==> src/rtl/serial_adder_pkg.sv <==
// Shared types and defaults for the bit-serial adder controller.
// The optional signed-overflow output is selected with SERIAL_ADDER_OVERFLOW_EN.
package serial_adder_pkg;

  // Default operand width in bits.
  localparam int unsigned SERIAL_ADDER_WIDTH_DEF = 8;

  // Controller phases: waiting for operands, adding bits, holding the result.
  typedef enum logic [1:0] {
    IDLE  = 2'd0,
    SHIFT = 2'd1,
    DONE  = 2'd2
  } state_t;

  // Counter width that indexes bit positions 0..width-1.
  function automatic int unsigned cnt_width(input int unsigned width);
    return (width > 1) ? $clog2(width) : 1;
  endfunction

endpackage

==> src/rtl/serial_adder_fa.sv <==
// 1-bit full-adder cell built from gates only.
module serial_adder_fa (
  input  logic a,
  input  logic b,
  input  logic ci,
  output logic s,
  output logic co
);

  logic ab_x;
  logic ab_a;
  logic xc_a;

  // Sum is the three-input parity; carry is the majority.
  assign ab_x = a ^ b;
  assign ab_a = a & b;
  assign xc_a = ab_x & ci;
  assign s    = ab_x ^ ci;
  assign co   = ab_a | xc_a;

endmodule

==> src/rtl/serial_adder_operand_sreg.sv <==
// Operand and sum shift registers for the bit-serial adder.
// Operands shift right (LSB out first); sum bits enter at the MSB end.
module serial_adder_operand_sreg
  import serial_adder_pkg::*;
#(
  parameter int unsigned WIDTH = SERIAL_ADDER_WIDTH_DEF
) (
  input  logic             clk,
  input  logic             rst_n,
  input  logic             load,
  input  logic             shift,
  input  logic [WIDTH-1:0] a,
  input  logic [WIDTH-1:0] b,
  input  logic             sum_bit,
  output logic             a_lsb,
  output logic             b_lsb,
  output logic [WIDTH-1:0] sum
);

  logic [WIDTH-1:0] a_sr;
  logic [WIDTH-1:0] b_sr;
  logic [WIDTH-1:0] sum_sr;

  // Load fresh operands and clear the sum, or advance all three by one bit.
  always_ff @(posedge clk or negedge rst_n) begin
    if (!rst_n) begin
      a_sr   <= '0;
      b_sr   <= '0;
      sum_sr <= '0;
    end else if (load) begin
      a_sr   <= a;
      b_sr   <= b;
      sum_sr <= '0;
    end else if (shift) begin
      a_sr   <= {1'b0, a_sr[WIDTH-1:1]};
      b_sr   <= {1'b0, b_sr[WIDTH-1:1]};
      sum_sr <= {sum_bit, sum_sr[WIDTH-1:1]};
    end
  end

  assign a_lsb = a_sr[0];
  assign b_lsb = b_sr[0];
  assign sum   = sum_sr;

endmodule

==> src/rtl/serial_adder_ctrl.sv <==
// Bit-serial adder controller: accepts a, b, cin, adds one bit per cycle LSB
// first through a single full-adder cell, and presents sum/cout on a
// valid/ready output. Define SERIAL_ADDER_OVERFLOW_EN to add the ovf output.
module serial_adder_ctrl
  import serial_adder_pkg::*;
#(
  parameter int unsigned WIDTH = SERIAL_ADDER_WIDTH_DEF
) (
  input  logic             clk,
  input  logic             rst_n,
  input  logic             in_valid,
  output logic             in_ready,
  input  logic [WIDTH-1:0] a,
  input  logic [WIDTH-1:0] b,
  input  logic             cin,
  output logic             out_valid,
  input  logic             out_ready,
  output logic [WIDTH-1:0] sum,
  output logic             cout,
  output logic             busy
`ifdef SERIAL_ADDER_OVERFLOW_EN
  ,
  output logic             ovf
`endif
);

  localparam int unsigned CNT_W = cnt_width(WIDTH);
  localparam logic [CNT_W-1:0] CNT_LAST = CNT_W'(WIDTH - 1);

  state_t           state;
  state_t           state_next;
  logic [CNT_W-1:0] cnt;
  logic             carry;
  logic             load;
  logic             shift;
  logic             last;
  logic             out_hs;
  logic             a_lsb;
  logic             b_lsb;
  logic             fa_sum;
  logic             fa_carry;

  // State register.
  always_ff @(posedge clk or negedge rst_n) begin
    if (!rst_n) begin
      state <= IDLE;
    end else begin
      state <= state_next;
    end
  end

  // Next-state and control decode; handshake readiness depends on state only.
  always_comb begin
    state_next = state;
    in_ready   = 1'b0;
    busy       = 1'b0;
    load       = 1'b0;
    shift      = 1'b0;
    last       = 1'b0;
    out_hs     = 1'b0;
    unique case (state)
      IDLE: begin
        in_ready = 1'b1;
        if (in_valid) begin
          load       = 1'b1;
          state_next = SHIFT;
        end
      end
      SHIFT: begin
        busy  = 1'b1;
        shift = 1'b1;
        if (cnt == CNT_LAST) begin
          last       = 1'b1;
          state_next = DONE;
        end
      end
      DONE: begin
        busy = 1'b1;
        if (out_ready) begin
          out_hs     = 1'b1;
          state_next = IDLE;
        end
      end
      default: begin
        state_next = IDLE;
      end
    endcase
  end

  // Bit counter and carry flop; the carry holds cout once the add completes.
  always_ff @(posedge clk or negedge rst_n) begin
    if (!rst_n) begin
      cnt   <= '0;
      carry <= 1'b0;
    end else if (load) begin
      cnt   <= '0;
      carry <= cin;
    end else if (shift) begin
      cnt   <= cnt + CNT_W'(1);
      carry <= fa_carry;
    end
  end

  // Result-valid flag: set on the last bit edge, cleared by the output handshake.
  always_ff @(posedge clk or negedge rst_n) begin
    if (!rst_n) begin
      out_valid <= 1'b0;
    end else if (last) begin
      out_valid <= 1'b1;
    end else if (out_hs) begin
      out_valid <= 1'b0;
    end
  end

`ifdef SERIAL_ADDER_OVERFLOW_EN
  // Signed overflow: carry into the MSB differs from carry out of it.
  always_ff @(posedge clk or negedge rst_n) begin
    if (!rst_n) begin
      ovf <= 1'b0;
    end else if (load) begin
      ovf <= 1'b0;
    end else if (last) begin
      ovf <= carry ^ fa_carry;
    end
  end
`endif

  assign cout = carry;

  serial_adder_fa u_fa (
    .a  (a_lsb),
    .b  (b_lsb),
    .ci (carry),
    .s  (fa_sum),
    .co (fa_carry)
  );

  serial_adder_operand_sreg #(
    .WIDTH (WIDTH)
  ) u_sreg (
    .clk     (clk),
    .rst_n   (rst_n),
    .load    (load),
    .shift   (shift),
    .a       (a),
    .b       (b),
    .sum_bit (fa_sum),
    .a_lsb   (a_lsb),
    .b_lsb   (b_lsb),
    .sum     (sum)
  );

endmodule

==> config.mk <==
export PLATFORM = sky130hd
export DESIGN_NAME = serial_adder_ctrl
export DESIGN_NICKNAME = d
export VERILOG_FILES = /design/src/rtl/serial_adder_pkg.sv /design/src/rtl/serial_adder_fa.sv /design/src/rtl/serial_adder_operand_sreg.sv /design/src/rtl/serial_adder_ctrl.sv
export SDC_FILE = /design/constraint.sdc
export NUM_CORES = 1
export LEC_CHECK = 0
export ABC_AREA = 0
export CAP_MARGIN = 40
export CORE_MARGIN = 2
export CORE_UTILIZATION = 45
export DETAILED_ROUTE_END_ITERATION = 10
export PLACE_DENSITY = 0.73
export SLEW_MARGIN = 30
export SYNTH_ARGS = -nofsm -noshare
export SYNTH_HDL_FRONTEND = slang
export SYNTH_SLANG_ARGS = --single-unit
==> constraint.sdc <==
create_clock -name clk -period 2.75 [get_ports clk]
set_input_delay 0.275 -clock clk [delete_from_list [all_inputs] [get_ports clk]]
set_output_delay 0.275 -clock clk [all_outputs]
set_load 0.005 [all_outputs]
# Word level (Yosys, flattened, before mapping)

Cells that the tools add are included.

Bits in registers: 31
Bits of input ports: 21
Memories: 0
Latch bits: 0
Word-level logic and storage cells: 49
Memory bits (writable): 0
ROM bits: 0

Divide/modulo/power cells: 0
$lt $le $gt $ge: 0
Bitwise logic cells: 5
Reductions and logical operators: 5
Multiply operators: 0
Multiplexer cells: 25
$add $sub $neg: 1
Shift operators: 0
Equal/unequal tests: 6

Operator list:

| kind                  | number |
|---|---|
| $mux W8               | 6 |
| $mux W1               | 13 |
| $mux W2               | 3 |
| $mux W3               | 2 |
| $ne A2 B2 Y1 const B  | 3 |
| $pmux W2 S3           | 1 |
| $reduce_bool A2 Y1    | 2 |
| $add A3 B1 Y3 const B | 1 |
| $eq A3 B3 Y1 const B  | 1 |
| $reduce_and A3 Y1     | 1 |
| $and A1 B1 Y1         | 2 |
| $eq A2 B1 Y1 const B  | 1 |
| $eq A2 B2 Y1 const B  | 1 |
| $logic_not A2 Y1      | 1 |
| $reduce_or A2 Y1      | 1 |
| $xor A1 B1 Y1         | 2 |
| $or A1 B1 Y1          | 1 |

# Logic depth before layout (Yosys ltp)

Gate-level depths: netlist of the first run.

Depth in word-level cells: 5
Mapped depth: 7
Depth with buffers taken out: 5

# Modules after synthesis

From an unflattened synthesis of the first run, not the netlist that was laid out.

Cell total of the unflattened synthesis: 131
Area total of the unflattened synthesis: 1490.2 um2

By module, submodules not included:

| module                    | seq. area each (um2) | times used | area an instance (um2) | cells each |
|---|---|---|---|---|
| serial_adder_operand_sreg | 600.6                | 1          | 1074.8                 | 95 |
| serial_adder_ctrl         | 175.2                | 1          | 395.4                  | 35 |
| serial_adder_fa           | 0.0                  | 1          | 20.0                   | 1 |

# Worst setup path after synthesis of the first run

No wires, ideal clock.

Path kind: register to register
Start: register cnt[0]
End: register state[0]
Path buffers: 0
Required time: 2.623 ns
Setup time: 0.127 ns
Cell stages (with the launch flop): 6
Period minus slack after synthesis: 1.544 ns
Setup slack: 1.206 ns
Data arrival time: 1.416 ns
Cell sequence: dfrtp_1 > ha_1 > ha_1 > inv_1 > a222oi_1 > mux2_1

Word-level cells in the longest chain between the ends: 3

Ends and longest elaborated chain:

| element                            | line                    | source |
|---|---|---|
| from (decl)                        | serial_adder_ctrl.sv:32 | `logic [CNT_W-1:0] cnt;` |
| from (signal assigned)             | serial_adder_ctrl.sv:99 | `cnt <= cnt + CNT_W'(1);` |
| $eq A3 B3 Y1                       | serial_adder_ctrl.sv:72 | `if (cnt == CNT_LAST) begin` |
| $ne A2 B2 Y1 (no source line)      | --                      |  |
| $reduce_and A3 Y1 (no source line) | --                      |  |
| to (signal assigned)               | serial_adder_ctrl.sv:48 | `state <= state_next;` |
| to (decl)                          | serial_adder_ctrl.sv:30 | `state_t state;` |

Every way passes these cells.
A chain may end at the register's enable or synchronous reset.

# Worst setup path in the final report of the first run

Start: register state[0]
End: output busy

Word-level cells in the longest chain between the ends: 3
Elaborated cells on any way between the ends: 4
Classes of those cells: eq/ne (2); mux (1); reduce/logical (1)

Ends and longest elaborated chain:

| element                                             | line                    | source |
|---|---|---|
| $eq A2 B2 Y1 / $eq A2 B1 Y1 (equally long branches) | serial_adder_ctrl.sv:61 | `unique case (state)` |
| $reduce_or A2 Y1 (no source line) (*)               | --                      |  |
| $mux W1 (*)                                         | serial_adder_ctrl.sv:61 |  |
| to (decl)                                           | serial_adder_ctrl.sv:20 | `output logic busy` |

Mark *: on every way between the ends. The rest lies on a longest branch, timed or not.

==> results of run 1 <==
[state kept, by name, summed over array words and instances (netlist names)]
name         flops
cnt              3
cout             1
state            2
out_valid        1
u_sreg.b_sr      8
u_sreg.a_sr      8
u_sreg.sum       8
[Yosys cell counts]
cell | instances | area [um^2]
sky130_fd_sc_hd__o21ai_0 | 13 | 65.1
sky130_fd_sc_hd__buf_4 | 2 | 15.0
sky130_fd_sc_hd__buf_2 | 4 | 20.0
sky130_fd_sc_hd__nor2_1 | 11 | 41.3
sky130_fd_sc_hd__clkbuf_1 | 2 | 7.51
sky130_fd_sc_hd__nand2b_1 | 2 | 12.5
sky130_fd_sc_hd__inv_1 | 5 | 18.8
sky130_fd_sc_hd__dfrtp_1 | 31 | 776
sky130_fd_sc_hd__fa_1 | 1 | 20.0
sky130_fd_sc_hd__o21ai_1 | 4 | 20.0
sky130_fd_sc_hd__and2_1 | 1 | 6.26
sky130_fd_sc_hd__a22o_2 | 1 | 10.0
sky130_fd_sc_hd__mux2i_1 | 25 | 250
sky130_fd_sc_hd__ha_1 | 6 | 75.1
sky130_fd_sc_hd__mux2_1 | 2 | 22.5
sky130_fd_sc_hd__xnor2_1 | 1 | 8.76
sky130_fd_sc_hd__nand2_1 | 18 | 67.6
sky130_fd_sc_hd__a222oi_1 | 1 | 10.0
[worst max-delay path: stages (launching register included)]
cell                              delay, ns
sky130_fd_sc_hd__dfrtp_1               0.42
sky130_fd_sc_hd__inv_1                 0.09
sky130_fd_sc_hd__ha_1                  0.28
sky130_fd_sc_hd__clkdlybuf4s50_1       0.49
[area by class of cell]
type / count / area share, %
clock inverter: 3 / 0.809
multi-input combinational: 86 / 33.0
tap: 44 / 2.96
inverter: 5 / 1.01
clock buffer: 5 / 2.02
sequential: 31 / 41.8
timing repair buffer: 35 / 18.5
[routing by layer]
layer,wire length (um),track usage [%],up-vias,share of wire [%]
met5,0,0,-,0
met1,1110,20.7,463,43
met2,1250,26.1,26,49
met4,34,6.52,0,1.3
li1,-,-,503,-
met3,165,7.04,5,6.5
[per-stage QoR]
| stage | cell area, um^2 | hold slack, ns | worst slack (ns) |
|---|---|---|---|
| 2_1_floorplan | 1450 | -0.0206 | 1.21 |
| 3_3_place_gp | 1800 | 0.486 | 1.12 |
| 3_5_place_dp | 1800 | 0.487 | 0.999 |
| 4_1_cts | 1860 | 0.326 | 0.842 |
| 5_1_grt | 1860 | 0.351 | 0.788 |
| 6_report | 1860 | 0.327 | 0.864 |
[cells by family (layout without fill, tap and decap cells)]
kind of cell / after synthesis / in the layout / synth area share, %
compound gates: 19 / 19 / 7.27
xor+xnor: 1 / 1 / 0.606
fa+ha+maj: 7 / 7 / 6.57
buf+inv: 13 / 48 / 4.24
flops: 31 / 31 / 53.6
mux: 27 / 27 / 18.9
simple gates: 32 / 32 / 8.82
[power breakdown]
| group | internal (mW) | leakage, nW | switching [mW] |
|---|---|---|---|
| Sequential | 0.651 | 0.399 | 0.129 |
| Clock | 0.0948 | 0.0347 | 0.155 |
| Combinational | 0.437 | 0.406 | 0.382 |
| Total | 1.18 | 0.840 | 0.666 |
[worst paths after layout]
| check | startpoint | slack [ns] | end | depth (start not counted) |
|---|---|---|---|---|
| max | state[0] | 0.86 | busy | 3 |
| min | rst_n | 0.33 | out_valid | 2 |
| max reg2reg | cnt[0] | 1.02 | state[1] | 5 |
| min reg2reg | out_valid | 0.51 | out_valid | 1 |
| max in group asynchronous | rst_n | 2.13 | u_sreg.a_sr[5] | 2 |
| min in group clk | b[5] | 0.48 | u_sreg.b_sr[5] | 3 |
==> results.md, run 1 <==
- Final critical delay including setup and external delays: 1.89 ns
- Number of clock sinks: 31
- All-Layer GR Usage: 16.7%
- Post-detailed-route DRC marker count: 0
- X dimension of the die: 60.7 um
- # diodes: 0
- Worst setup skew after layout: 0.00425 ns
- Total via count in the routed design: 997
- Average via count per standard cell: 4.77
- Number of antenna violations at the first check in global routing: 0
- 1st-iter DRT viols: 38
- Kind of capture point of the worst setup path: output port
- Final Non-Filler Cells: 209
- Number of fillers in the final layout: 283
- CTS root buffer: sky130_fd_sc_hd__clkbuf_4
- Number of nets in the final layout: 192
- Final TNS setup: 0 ns
- Area of the mapped netlist: 0.00145 mm^2
- Congestion Overflow GR: 0
- Post-CTS Hold Buffers: 0
- Worst skew pair latency: 0.33 ns
- Leakage power: 0.840 nW
- Reg area: 776 um^2
- Power consumption: 1.85 mW
- Distinct cell type count after synthesis: 18
- Number of top-level pins: 33
- Num CTS Buffers: 5
- Post-cts resize count: 0
- Clock slew seen by the registers of the worst setup and hold paths: 0.10 ns
- Hold violation total from the final report: 0
- Multi-input gate area in the final layout: 612 um^2
- Synthesized flop and latch total: 31
- Height of the die: 60.7 um
- TritonCTS clock tree: yes
- Number of setup buffers added after CTS: 0
- Share of the yosys chip area belonging to registers: 53.6%
- Initial Utilization: 47.4%
- Routability congestion estimate: 0.710
- Measured slew at the worst slew-check pin: 0.465 ns
- Proportion of layout cells with a drive suffix above 1: 7.88%
- Remaining number of nets flagged by the antenna check after routing: 0
- Final design utilization: 60.8%
- Synth warnings: 0
- Setup repair after global routing missed its margin: no
- Max-slew headroom at the worst pin: 69.0%
- Instance count after placement with tap cells included: 201
- DPL Wire Length: 1.73 mm
- Crit path DAT: 1.61 ns
- Vias in the first global route: 978
- Most frequent standard cell in the layout excluding fill and tap cells: sky130_fd_sc_hd__clkdlybuf4s50_1
- Pin count of the biggest net entering global routing: 46
- HP Class: in2async
- Critical path peak fanout: 4
- Number of levels in the clock H-tree: 2
- Worst Path Class, Setup: reg2out
- Area of the die: 0.00368 mm^2
- First-pass GRT wire length: 4.42 mm
- Period Utilization, post-route: 68.6%
- Final wirelength: 2.55 mm
- Maximum Capacitance Violations: 0
- Final setup fails: 0
- PortBufs: 32
- # rows: 20
- Max IR drop VDD: 391 uV
- Element type at the critical path start: register
- Required time of the worst setup path: 2.48 ns
- Area inside the core boundary: 0.00305 mm^2
- Final-report max-slew violation count: 0
- Gate count after technology mapping: 130
- Syn-to-layout area delta: 28.4%
- PD cells: 995 mW/mm^2
- Number of buffers on the longest clock path: 2
- Final routed wire length divided by cell count: 12.2 um
- Number of nets produced by synthesis: 158
- Mean Syn Cell Area: 11.1 um^2
- Commonest cells after routing, fill and taps aside: sky130_fd_sc_hd__clkdlybuf4s50_1 (32), sky130_fd_sc_hd__dfrtp_1 (31), sky130_fd_sc_hd__mux2i_1 (25)
- Status: finished, final reports clean
- Number of iterations in the first detailed-routing pass: 4
- Max frequency: 530 MHz
Note: power is estimated with default switching activity, not from simulation.
==> inputs of run 2 (changes only) <==
==> constraint.sdc (replaced) <==
create_clock -name clk -period 2 [get_ports clk]
set_input_delay 0.2 -clock clk [delete_from_list [all_inputs] [get_ports clk]]
set_output_delay 0.2 -clock clk [all_outputs]
set_load 0.005 [all_outputs]
==> run 2 against run 1 <==
  * Clock power increased by 24%
  * Sequential share of layout area up 0.085 points
  * Utilization is 0.12 points lower
  * Clock skew is 0.0076 ns higher
  * Critical path depth unchanged
  * Register-to-register slack got worse by 0.72 ns
  * Worst setup slack worse by 0.65 ns
  * First-iteration DRC count grew 89%
  * Routed wire length is 0.24% lower
  * Global-route usage down 0.58 points
  * Critical path type unchanged
  * Largest power group unchanged
==> results.md, run 2 (synthesis results as in run 1) <==
- Number of buffers on the longest clock path: 2 (unchanged)
- Internal power summed over all cells: 1.63 mW (+38%)
- Leakage power: 0.834 nW (-0.65%)
- Final critical delay including setup and external delays: 1.79 ns
- Cell breakdown of the critical path: inv_1 > ha_1 > clkdlybuf4s50_1
- 1st-iter DRT viols: 72 (+89%)
- # rows: 20 (unchanged)
- Switching part of the total power: 35.4% (-0.61 points)
- Most frequent standard cell in the layout excluding fill and tap cells: sky130_fd_sc_hd__clkdlybuf4s50_1
- Combinational share of power: 45.4% (+1.1 points)
- Sequential share of power: 42.3% (about the same)
- Max IR drop VDD: 570 uV (+46%)
- Crit path DAT: 1.59 ns (-0.02 ns)
- Final routed wire length divided by cell count: 12.2 um (+0.24%)
- Initial Utilization: 47.4% (unchanged)
- Post-detailed-route DRC marker count: 0 (unchanged)
- CTS root buffer: sky130_fd_sc_hd__clkbuf_4
- Pin count of the biggest net entering global routing: 46 (unchanged)
- # diodes: 0 (unchanged)
- Max frequency: 560 MHz
- Max-slew headroom at the worst pin: 71.1% (+2.1 points)
- Status: finished, final reports clean
- Reg2Reg Launch Point: cnt[0]
- Final-report max-slew violation count: 0 (unchanged)
- Commonest cells after routing, fill and taps aside: sky130_fd_sc_hd__clkdlybuf4s50_1 (32), sky130_fd_sc_hd__dfrtp_1 (31), sky130_fd_sc_hd__mux2i_1 (25)
- Worst Path Class, Setup: reg2out
- First-pass GRT wire length: 4.24 mm (-3.9%)
- Height of the die: 60.7 um (unchanged)
- DPL Wire Length: 1.80 mm (+4.0%)
- Critical path depth: 3 (unchanged)
- Worst setup skew after layout: 0.0119 ns (+0.00760 ns)
- Kind of capture point of the worst setup path: output port
- Routability congestion estimate: 0.696 (-1.9%)
- Required time of the worst setup path: 1.80 ns (-0.68 ns)
- Number of iterations in the first detailed-routing pass: 4 (unchanged)
- Number of setup buffers added after CTS: 0 (unchanged)
- Delay of the slowest cell on the worst path: 0.49 ns (about the same)
- Final TNS setup: 0 ns (unchanged)
- Depth of the most critical reg-to-reg path: 5 (unchanged)
- Element type at the critical path start: register
- Number of clock sinks: 31 (unchanged)
- Final setup fails: 0 (unchanged)
- Hold violation total from the final report: 0 (unchanged)
- Number of buffer and inverter stages on the critical path: 2 (unchanged)
- Post-CTS Hold Buffers: 0 (unchanged)
- Post-cts resize count: 0 (unchanged)
- Remaining number of nets flagged by the antenna check after routing: 0 (unchanged)
- Proportion of power drawn by the clock network: 12.3% (-1.2 points)
- Number of nets in the final layout: 193 (+0.52%)
- All-Layer GR Usage: 16.1% (-0.58 points)
- Final wirelength: 2.55 mm (-0.24%)
- Critical path peak fanout: 4 (unchanged)
- Standard cell with the maximum stage delay on the critical path: sky130_fd_sc_hd__clkdlybuf4s50_1
- Setup repair after global routing missed its margin: no
- Syn-to-layout area delta: 28.1%
- Proportion of layout cells with a drive suffix above 1: 6.71% (-1.2 points)
- Period Utilization, post-route: 89.3%
- Area inside the core boundary: 0.00305 mm^2 (unchanged)
- Area of the die: 0.00368 mm^2 (unchanged)
- Vias in the first global route: 975 (-0.31%)
- Maximum Capacitance Violations: 0 (unchanged)
- Number of top-level pins: 33 (unchanged)
- Number of antenna violations at the first check in global routing: 0 (unchanged)
- Average via count per standard cell: 4.80 (+0.68%)
- Number of levels in the clock H-tree: 2 (unchanged)
- Kind of cell with the highest combined delay on the critical path: buffers and inverters
- Net load switching power: 896 uW (+35%)
- X dimension of the die: 60.7 um (unchanged)
- HP Class: in2async
- Measured slew at the worst slew-check pin: 0.433 ns (-0.0321 ns)
- Worst R2R Setup Slack: 0.30 ns (-0.72 ns)
- Clock slew seen by the registers of the worst setup and hold paths: 0.09 ns (about the same)
- Num CTS Buffers: 5 (unchanged)
- PD cells: 1370 mW/mm^2 (+37%)
- TritonCTS clock tree: yes
- PortBufs: 32 (unchanged)
- Worst Hold Margin: 0.265 ns (-0.0614 ns)
- Total via count in the routed design: 999 (+0.20%)
- Congestion Overflow GR: 0 (unchanged)
- Worst skew pair latency: 0.31 ns (-0.02 ns)
- FF-to-FF End: state[0]
[run 2: cell types whose count changed in the layout (fill, tap and decap cells not counted), sizes merged]
cell    delta
clkinv     -3
clkbuf     +1
buf        +1
[run 2: per-layer routing]
layer	track usage, %	part of all wire [%]
met5	0	0
met4	5.59	1.2
met2	25.8	48
met3	5.76	5.1
met1	20.4	45
[run 2: layout make-up]
type                    count  area, um^2
repair buffers             36         350
well taps                  44        55.1
multi-input cells          86         612
fillers                   265        1200
flip-flops and latches     31         776
inverters                   5        18.8
clock buffers               6        41.3
[run 2: how the worst max path moves through the flow]
stage | end | startpoint
final | busy | state[0]
after global placement | state[0] | cnt[0]
after detailed placement | state[0] | cnt[0]
after floorplan | state[0] | cnt[0]
after CTS | busy | state[0]
after global routing | in_ready | state[1]
[run 2: power by group through the flow]
stage,sequential (mW),clock [mW],combinational (mW)
floorplan,1.04,0,0.793
global placement,1.06,0,1.11
detailed placement,1.08,0,1.16
CTS,1.07,0.322,1.17
global route,1.11,0.351,1.30
finish,1.07,0.311,1.15
[run 2: metrics by stage]
stage	cells	total power, mW	area, um^2	setup WS [ns]	utilization [%]
4_1_cts	208	2.56	1850	0.190	60.7
2_1_floorplan	130	1.83	1450	0.456	-
3_3_place_gp	202	2.17	1810	0.416	59.3
5_1_grt	208	2.76	1850	0.133	60.7
6_report	208	2.53	1850	0.214	60.7
3_5_place_dp	202	2.25	1810	0.315	59.3
[run 2: worst register-to-register path: stages (launching register included)]
cell and delay, ns:
sky130_fd_sc_hd__dfrtp_1 0.37, sky130_fd_sc_hd__ha_1 0.17, sky130_fd_sc_hd__ha_1 0.17, sky130_fd_sc_hd__inv_1 0.04, sky130_fd_sc_hd__a222oi_1 0.45, sky130_fd_sc_hd__mux2_1 0.38
